--- src/rtl/pc_redirect_unit.sv ---
// ----------------------------------------------------------------------------
// pc_redirect_unit: owns the architectural PC, runs the fetch handshake and
// applies commit-time redirects. Optional counter: PC_REDIRECT_CNT_EN. Rev 1.0
// ----------------------------------------------------------------------------
`default_nettype none

module pc_redirect_unit #(
  parameter int                XLEN     = 64,
  parameter logic [XLEN-1:0]   RESET_PC = 64'h8000_0000
) (
  input  logic            clk,
  input  logic            rst,
  input  logic            commit,
  input  logic            branch,
  input  logic [XLEN-1:0] branch_target,
  input  logic            ecall,
  input  logic            mret,
  input  logic [XLEN-1:0] mtvec,
  input  logic [XLEN-1:0] mepc,
  output logic            if_req_valid,
  output logic [XLEN-1:0] if_req_addr,
  input  logic            if_req_ready,
  input  logic            if_resp_valid,
  input  logic [31:0]     if_resp_inst,
  output logic            inst_valid,
  output logic [31:0]     inst,
  output logic [XLEN-1:0] pc,
  output logic            misalign_exc,
  output logic [XLEN-1:0] misalign_addr,
  output logic [XLEN-1:0] redirect_cnt
);

  typedef enum logic [1:0] {
    S_REQ  = 2'd0,
    S_WAIT = 2'd1,
    S_EXEC = 2'd2
  } state_t;

  state_t          state, state_n;
  logic            outstanding;
  logic            take;
  logic            check_align;
  logic            misaligned;
  logic [XLEN-1:0] trap_base;
  logic [XLEN-1:0] pc_inc;
  logic [XLEN-1:0] sel_target;
  logic [XLEN-1:0] pc_next;

  assign trap_base = {mtvec[XLEN-1:2], 2'b00};
  assign pc_inc    = pc + XLEN'(4);
  assign take      = (state == S_EXEC) && commit;

  always_ff @(posedge clk) begin
    if (rst) state <= S_REQ;
    else     state <= state_n;
  end

  // A response only counts while a request accepted since the last reset is pending.
  always_comb begin
    state_n      = state;
    if_req_valid = 1'b0;
    inst_valid   = 1'b0;
    case (state)
      S_REQ: begin
        if_req_valid = !rst;
        if (if_req_ready) state_n = S_WAIT;
      end
      S_WAIT: begin
        if (if_resp_valid && outstanding) state_n = S_EXEC;
      end
      S_EXEC: begin
        inst_valid = 1'b1;
        if (commit) state_n = S_REQ;
      end
      default: state_n = S_REQ;
    endcase
  end

  assign if_req_addr = pc;

  always_comb begin
    sel_target  = pc_inc;
    check_align = 1'b0;
    if (ecall) begin
      sel_target = trap_base;
    end else if (mret) begin
      sel_target  = mepc;
      check_align = 1'b1;
    end else if (branch) begin
      sel_target  = branch_target;
      check_align = 1'b1;
    end
  end

  assign misaligned = check_align && (sel_target[1:0] != 2'b00);
  assign pc_next    = misaligned ? trap_base : sel_target;

  always_ff @(posedge clk) begin
    if (rst) begin
      pc            <= RESET_PC;
      inst          <= 32'h0;
      outstanding   <= 1'b0;
      misalign_exc  <= 1'b0;
      misalign_addr <= '0;
    end else begin
      misalign_exc <= take && misaligned;
      if (take) pc <= pc_next;
      if (take && misaligned) misalign_addr <= sel_target;
      if (state == S_REQ && if_req_ready)  outstanding <= 1'b1;
      else if (if_resp_valid)              outstanding <= 1'b0;
      if (state == S_WAIT && if_resp_valid && outstanding) inst <= if_resp_inst;
    end
  end

`ifdef PC_REDIRECT_CNT_EN
  logic [XLEN-1:0] cnt_q;

  always_ff @(posedge clk) begin
    if (rst)
      cnt_q <= '0;
    else if (take && (pc_next != pc_inc) && !(&cnt_q))
      cnt_q <= cnt_q + XLEN'(1);
  end

  assign redirect_cnt = cnt_q;
`else
  assign redirect_cnt = '0;
`endif

  logic unused_bits;
  assign unused_bits = &{1'b0, mtvec[1:0]};

endmodule

`default_nettype wire

--- config.mk ---
export PLATFORM = sky130hd
export DESIGN_NAME = pc_redirect_unit
export DESIGN_NICKNAME = d
export VERILOG_FILES = /design/src/rtl/pc_redirect_unit.sv
export SDC_FILE = /design/constraint.sdc
export NUM_CORES = 1
export LEC_CHECK = 0
export BUFFER_PORTS_ARGS = -buffer_cell sky130_fd_sc_hd__buf_4
export CAP_MARGIN = 40
export CELL_PAD_IN_SITES_DETAIL_PLACEMENT = 0
export CELL_PAD_IN_SITES_GLOBAL_PLACEMENT = 1
export CORE_AREA = 3 3 204 206
export DETAILED_ROUTE_END_ITERATION = 10
export DIE_AREA = 0 0 207 209
export PLACE_DENSITY_LB_ADDON = 0.1
export SYNTH_ARGS = -nofsm -noshare
export SYNTH_HDL_FRONTEND = slang
export SYNTH_SLANG_ARGS = --single-unit
--- constraint.sdc ---
create_clock -name clk -period 2.8 [get_ports clk]
set_clock_uncertainty 0.1 [all_clocks]
set_input_delay 0.28 -clock clk [delete_from_list [all_inputs] [get_ports clk]]
set_output_delay 0.28 -clock clk [all_outputs]
set_load 0.02 [all_outputs]
; ---- Word-level counts from Yosys, hierarchy flattened
; Cells that the tools add are included.
[totals]
out_inout_bits = 291
mem_bits_rw = 0
input_bits = 232
latch_bits = 0
wordCells = 39
reg_bits = 164
mem_count = 0
mem_bits_ro = 0
[op_classes]
n_div = 0
add_sub_neg = 1
magnitude_cmp = 0
bitwise = 0
multipliers = 0
n_eq_ne = 5
shift = 0
reduce_logical = 12
muxes = 15
[op_table]
columns = op, n
row1 = $mux 64, 4
row2 = $add 64x3->64 const B, 1
row3 = $logic_and 1x1->1, 7
row4 = $mux 1, 7
row5 = $mux 2, 3
row6 = $ne 2x2->1 const B, 3
row7 = $pmux 2 s3, 1
row8 = $reduce_bool 2->1, 2
row9 = $reduce_and 3->1, 1
row10 = $eq 2x1->1 const B, 1
row11 = $eq 2x2->1 const B, 1
row12 = $logic_not 2->1, 1
row13 = $logic_not 1->1, 1

; ---- Depth between registers and ports, before layout
[logic_depth]
ltp_word = 7
ltp_mapped = 9
mapped_depth_nobuf = 7

; ---- Least setup slack after synthesis
; Ideal clock, no wire load.
[synth_timing]
kind = register to register
startpoint = register pc[2] (netlist: if_req_addr[2])
endpoint = register pc[62] (netlist: if_req_addr[62])
required_time_ns = 2.608
setup_time_ns = 0.092
path_stages_with_launch = 10
n_path_buf = 2
slack_ns = -0.303
period_less_slack_ns = 3.103
arrival_ns = 2.910
cell_sequence = dfxtp_1 -> ha_1 -> nand3_1 -> or4_1 -> buf_2 -> or4_1 -> buf_2 -> or4_1 -> a31o_1 -> o32ai_1
[synth_via]
elab_chain_len = 5
[synth_rtl]
columns = item, line
row1 = start: declaration, 27  ; output logic [XLEN-1:0] pc,
row2 = start signal: assignment, 107  ; if (take) pc <= pc_next;
row3 = $add 64x3->64, 50  ; assign pc_inc = pc + XLEN'(4);
row4 = $mux 64, 89  ; end else if (branch) begin
row5 = $mux 64, 86  ; end else if (mret) begin
row6 = $mux 64, 84  ; if (ecall) begin
row7 = $mux 64, 96  ; assign pc_next = misaligned ? trap_base : sel_target;
; Every way passes these cells.
; A chain may end at the register's enable or synchronous reset.

; ---- Worst setup path in the final report
[layout_timing]
startpoint = register pc[41] (netlist: if_req_addr[41])
endpoint = register pc[63] (netlist: if_req_addr[63])
; Same word-level chain as after synthesis.

==> reports/metrics.csv <==
stage,metric,value,unit
yosys,synth_mux_area_frac,0.01586,
power,peakVddDrop,0.0004348,V
sta,worst_pin_slew,0.7132,ns
drt,wirelength,56740,um
job,cap_violations,0,
power,total_power,5765,uW
yosys,synth_edf_count,0,
worst_setup_path,crit_arrival,2.98,ns
yosys,synth_flop_cell,dfxtp_1,
floorplanning,fp.coreArea,39820,sq um
clocking,cts_made_buffers,17,
hold_path,hold_path.class,in -> reg,
sta,fin_tns_setup,0,ns
placement,numPortBuffers,456,
worst_setup_path,rr_endpoint,if_req_addr[63]$_SDFFE_PP0P_,
floorplanning,rows,73,
worst_setup_path,cpLargestDelayFamily,simple AND/OR/NAND/NOR gates,
floorplanning,fp.dieH,209,um
floorplanning,die-width,207,um
yosys,ys_seq_area_frac,0.3200,
clocking,cts_tree,built,
worst_setup_path,critPathBufInv,1,
sta,drv_slew,0,
worst_setup_path,worstPathCellList,and4_2 > nand4_1 > or4_1 > nor3_1 > buf_4 > xnor2_1 > a311oi_1,
global_routing,grt_pass1_wl,82150,um
finish,drive_gt1_frac,0.3504,
worst_setup_path,r2r-start,if_req_addr[41]$_SDFFE_PP0P_,
yosys,ys_ff_latch,164,
sta,final.min_clock_period,2.717,ns
worst_setup_path,cp_max_fo,7,
yosys,synth_warnings,0,
sta,hold_viol,0,
drt,drt_iter0_markers,946,
floorplanning,boundaryPins,523,
drt,drc,0,
sta,setup_violations,0,
clocking,postCtsSetupBuffers,0,
sta,fin_crit_sh,0.9702,
hold_path,hold-path-endpoint,if_req_addr[59]$_SDFFE_PP0P_,
outcome,outcome,finished clean,
global_routing,antenna_found_initial,3,
finish,syn2layout_area_growth,48.86,%
power,p_per_area,377.5,nW/um^2
yosys,netlist_instances,1382,
yosys,synth_top_family_by_area,compound AO/OA/AOI/OAI gates,
global_routing,first_global_vias,12050,
clocking,cts.sinks,164,
clocking,cts_root_buffer,clkbuf_16,
worst_setup_path,startpoint_type,register,
worst_setup_path,ff2ff_path_depth,7,
yosys,synth-xor-area-share,0.02476,
yosys,ys_types,65,
yosys,yosys.area_share.adder,0.001220,
clocking,clock_path_buffers,2,
clocking,htreeDepth,4,
clocking,clk_pin_slew,0.07,ns
power,leakagePower,0.006363,uW
global_routing,grt_start_max_net_pins,50,
drt,vias,12240,
finish,nets,2078,
floorplanning,start_util,0.2576,
worst_setup_path,path_class,reg -> reg,
yosys,yosys.area.top_type_share,0.3200,
yosys,async_flop_share,0,
yosys,syn_area_per_cell,7.423,sq um
sta,slew_headroom,0.5234,
floorplanning,die-area,43260,sq um
yosys,synth_area_leader_cell,dfxtp_1,
worst_setup_path,reg2reg_slack,0.08,ns
drt,avgRoutedWirePerCell,23.79,um
sta,max_freq,368.1,MHz
placement,place.gp.congestion,0.8844,
worst_setup_path,critPathRequiredTime,3.06,ns
hold_path,holdCritStartpoint,mtvec[59],
yosys,synth-compound-area-share,0.2595,
drt,detail-route-antenna-nets,0,
yosys,syn_area,10260,sq um
yosys,yosys-top-cells-area,"dfxtp_1 (32%), buf_4 (9.4%), nand2_1 (6.3%)",
sta,rsz0062_at_grt,no,
placement,dp_hpwl,43100,um
worst_setup_path,end_kind,register,
worst_setup_path,critPathMaxStageDelay,0.53,ns
drt,first_pass_iters,5,
drt,viasPerCell,5.132,
hold_path,holdPathStages,3,
yosys,yosys.area_share.simple,0.2393,
clocking,clk_latency,0.46,ns
global_routing,grt_use_total,0.2509,
global_routing,grt-ovfl-total,0,
worst_setup_path,cp_slowest_cell,or4_1,
cells by family after synthesis:
logic type / after synthesis
buf+inv: 251
other cells: 1
simple gates: 520
fa+ha+maj: 1
flops: 164
xor+xnor: 29
mux: 16
compound gates: 400
synthesized netlist by cell type, drive strengths merged, types with 21 or more instances:
cell	n
nor2	124
nand2	173
a21oi	110
o22ai	21
clkbuf	98
nor4	24
nand3	50
nand4	22
nor3	43
a211oi	48
o21ai	64
buf	139
dfxtp	164
state kept, by name, summed over array words and instances, names as in the netlist:
name           count
if_req_addr       64
inst              32
misalign_addr     64
misalign_exc       1
outstanding        1
state              2
worst max-delay path by stage:
stage / from / end / slack [ns] / cells past startpoint
floorplan: if_req_addr[3]$_SDFFE_PP0P_ / if_req_addr[62]$_SDFFE_PP0P_ / -0.04 / 9
global placement: if_req_addr[3]$_SDFFE_PP0P_ / if_req_addr[58]$_SDFFE_PP0P_ / 0.03 / 9
detailed placement: if_req_addr[3]$_SDFFE_PP0P_ / if_req_addr[54]$_SDFFE_PP0P_ / 0.01 / 9
CTS: if_req_addr[3]$_SDFFE_PP0P_ / if_req_addr[54]$_SDFFE_PP0P_ / 0.006 / 9
global route: if_req_addr[3]$_SDFFE_PP0P_ / if_req_addr[34]$_SDFFE_PP0P_ / 0.01 / 9
finish: if_req_addr[41]$_SDFFE_PP0P_ / if_req_addr[63]$_SDFFE_PP0P_ / 0.08 / 7
through the flow:
step / hold WS, ns / util / setup slack [ns] / area, sq um / instances
3_5_place_dp: 0.3476 / 0.3595 / 0.01377 / 14320 / 2316
6_report: 0.02512 / 0.3835 / 0.08332 / 15270 / 2385
2_1_floorplan: 0.3160 / - / -0.04223 / 10540 / 1445
3_3_place_gp: 0.3427 / 0.3595 / 0.02699 / 14320 / 2316
5_1_grt: 0.01224 / 0.3835 / 0.01459 / 15270 / 2385
4_1_cts: 0.002085 / 0.3825 / 0.006420 / 15230 / 2383
where the power goes:
part | internal [uW] | switching [uW] | leakage [uW] | total (uW)
clock network | 1260 | 1140 | 0.000271 | 2410
registers | 2350 | 15.4 | 0.00133 | 2360
logic | 425 | 571 | 0.00476 | 996
total | 4030 | 1730 | 0.00636 | 5760
tightest hold or removal path: stages:
cell and delay [ns]:
buf_4 0.12, nand3_1 0.06, a31oi_1 0.07
layout by cell type (no fill, tap or decap), drive strengths merged, types with 15 or more instances in the layout:
cell         instances
o22ai               21
a21oi              110
clkbuf              19
dfxtp              164
buf                583
nand2              173
nand3               50
o21a                15
xor2                20
inv                 18
conb                64
o211ai              20
a221oi              18
dlygate4sd3         35
nor3                43
nor2               124
nor4                24
a211oi              48
nand4               22
a22oi               15
o21ai               64
final cells by class:
type / instances / area, sq um
Clock inverter: 13 / 123.9
Multi-Input combinational cell: 1030 / 5869
Clock buffer: 19 / 442.9
Inverter: 14 / 52.55
Timing Repair Buffer: 618 / 4818
Antenna cell: 2 / 5.005
Fill cell: 4279 / 24550
Tap cell: 525 / 656.9
Sequential cell: 164 / 3302
per-layer routing:
metal | wire, um | up-vias | track usage
met5 | 0 | - | 0
met4 | 896 | 0 | 0.06250
met3 | 3979 | 45 | 0.05735
met2 | 27890 | 471 | 0.4295
met1 | 23970 | 5931 | 0.3200
li1 | - | 5794 | -
what timing repair did:
item                                   CTS  global route
hold buffers                            35             0
endpoints found under the hold margin   35             0
gates resized for setup                  0            12
setup endpoints to repair                0            13
(Power assumes the default switching activity.)
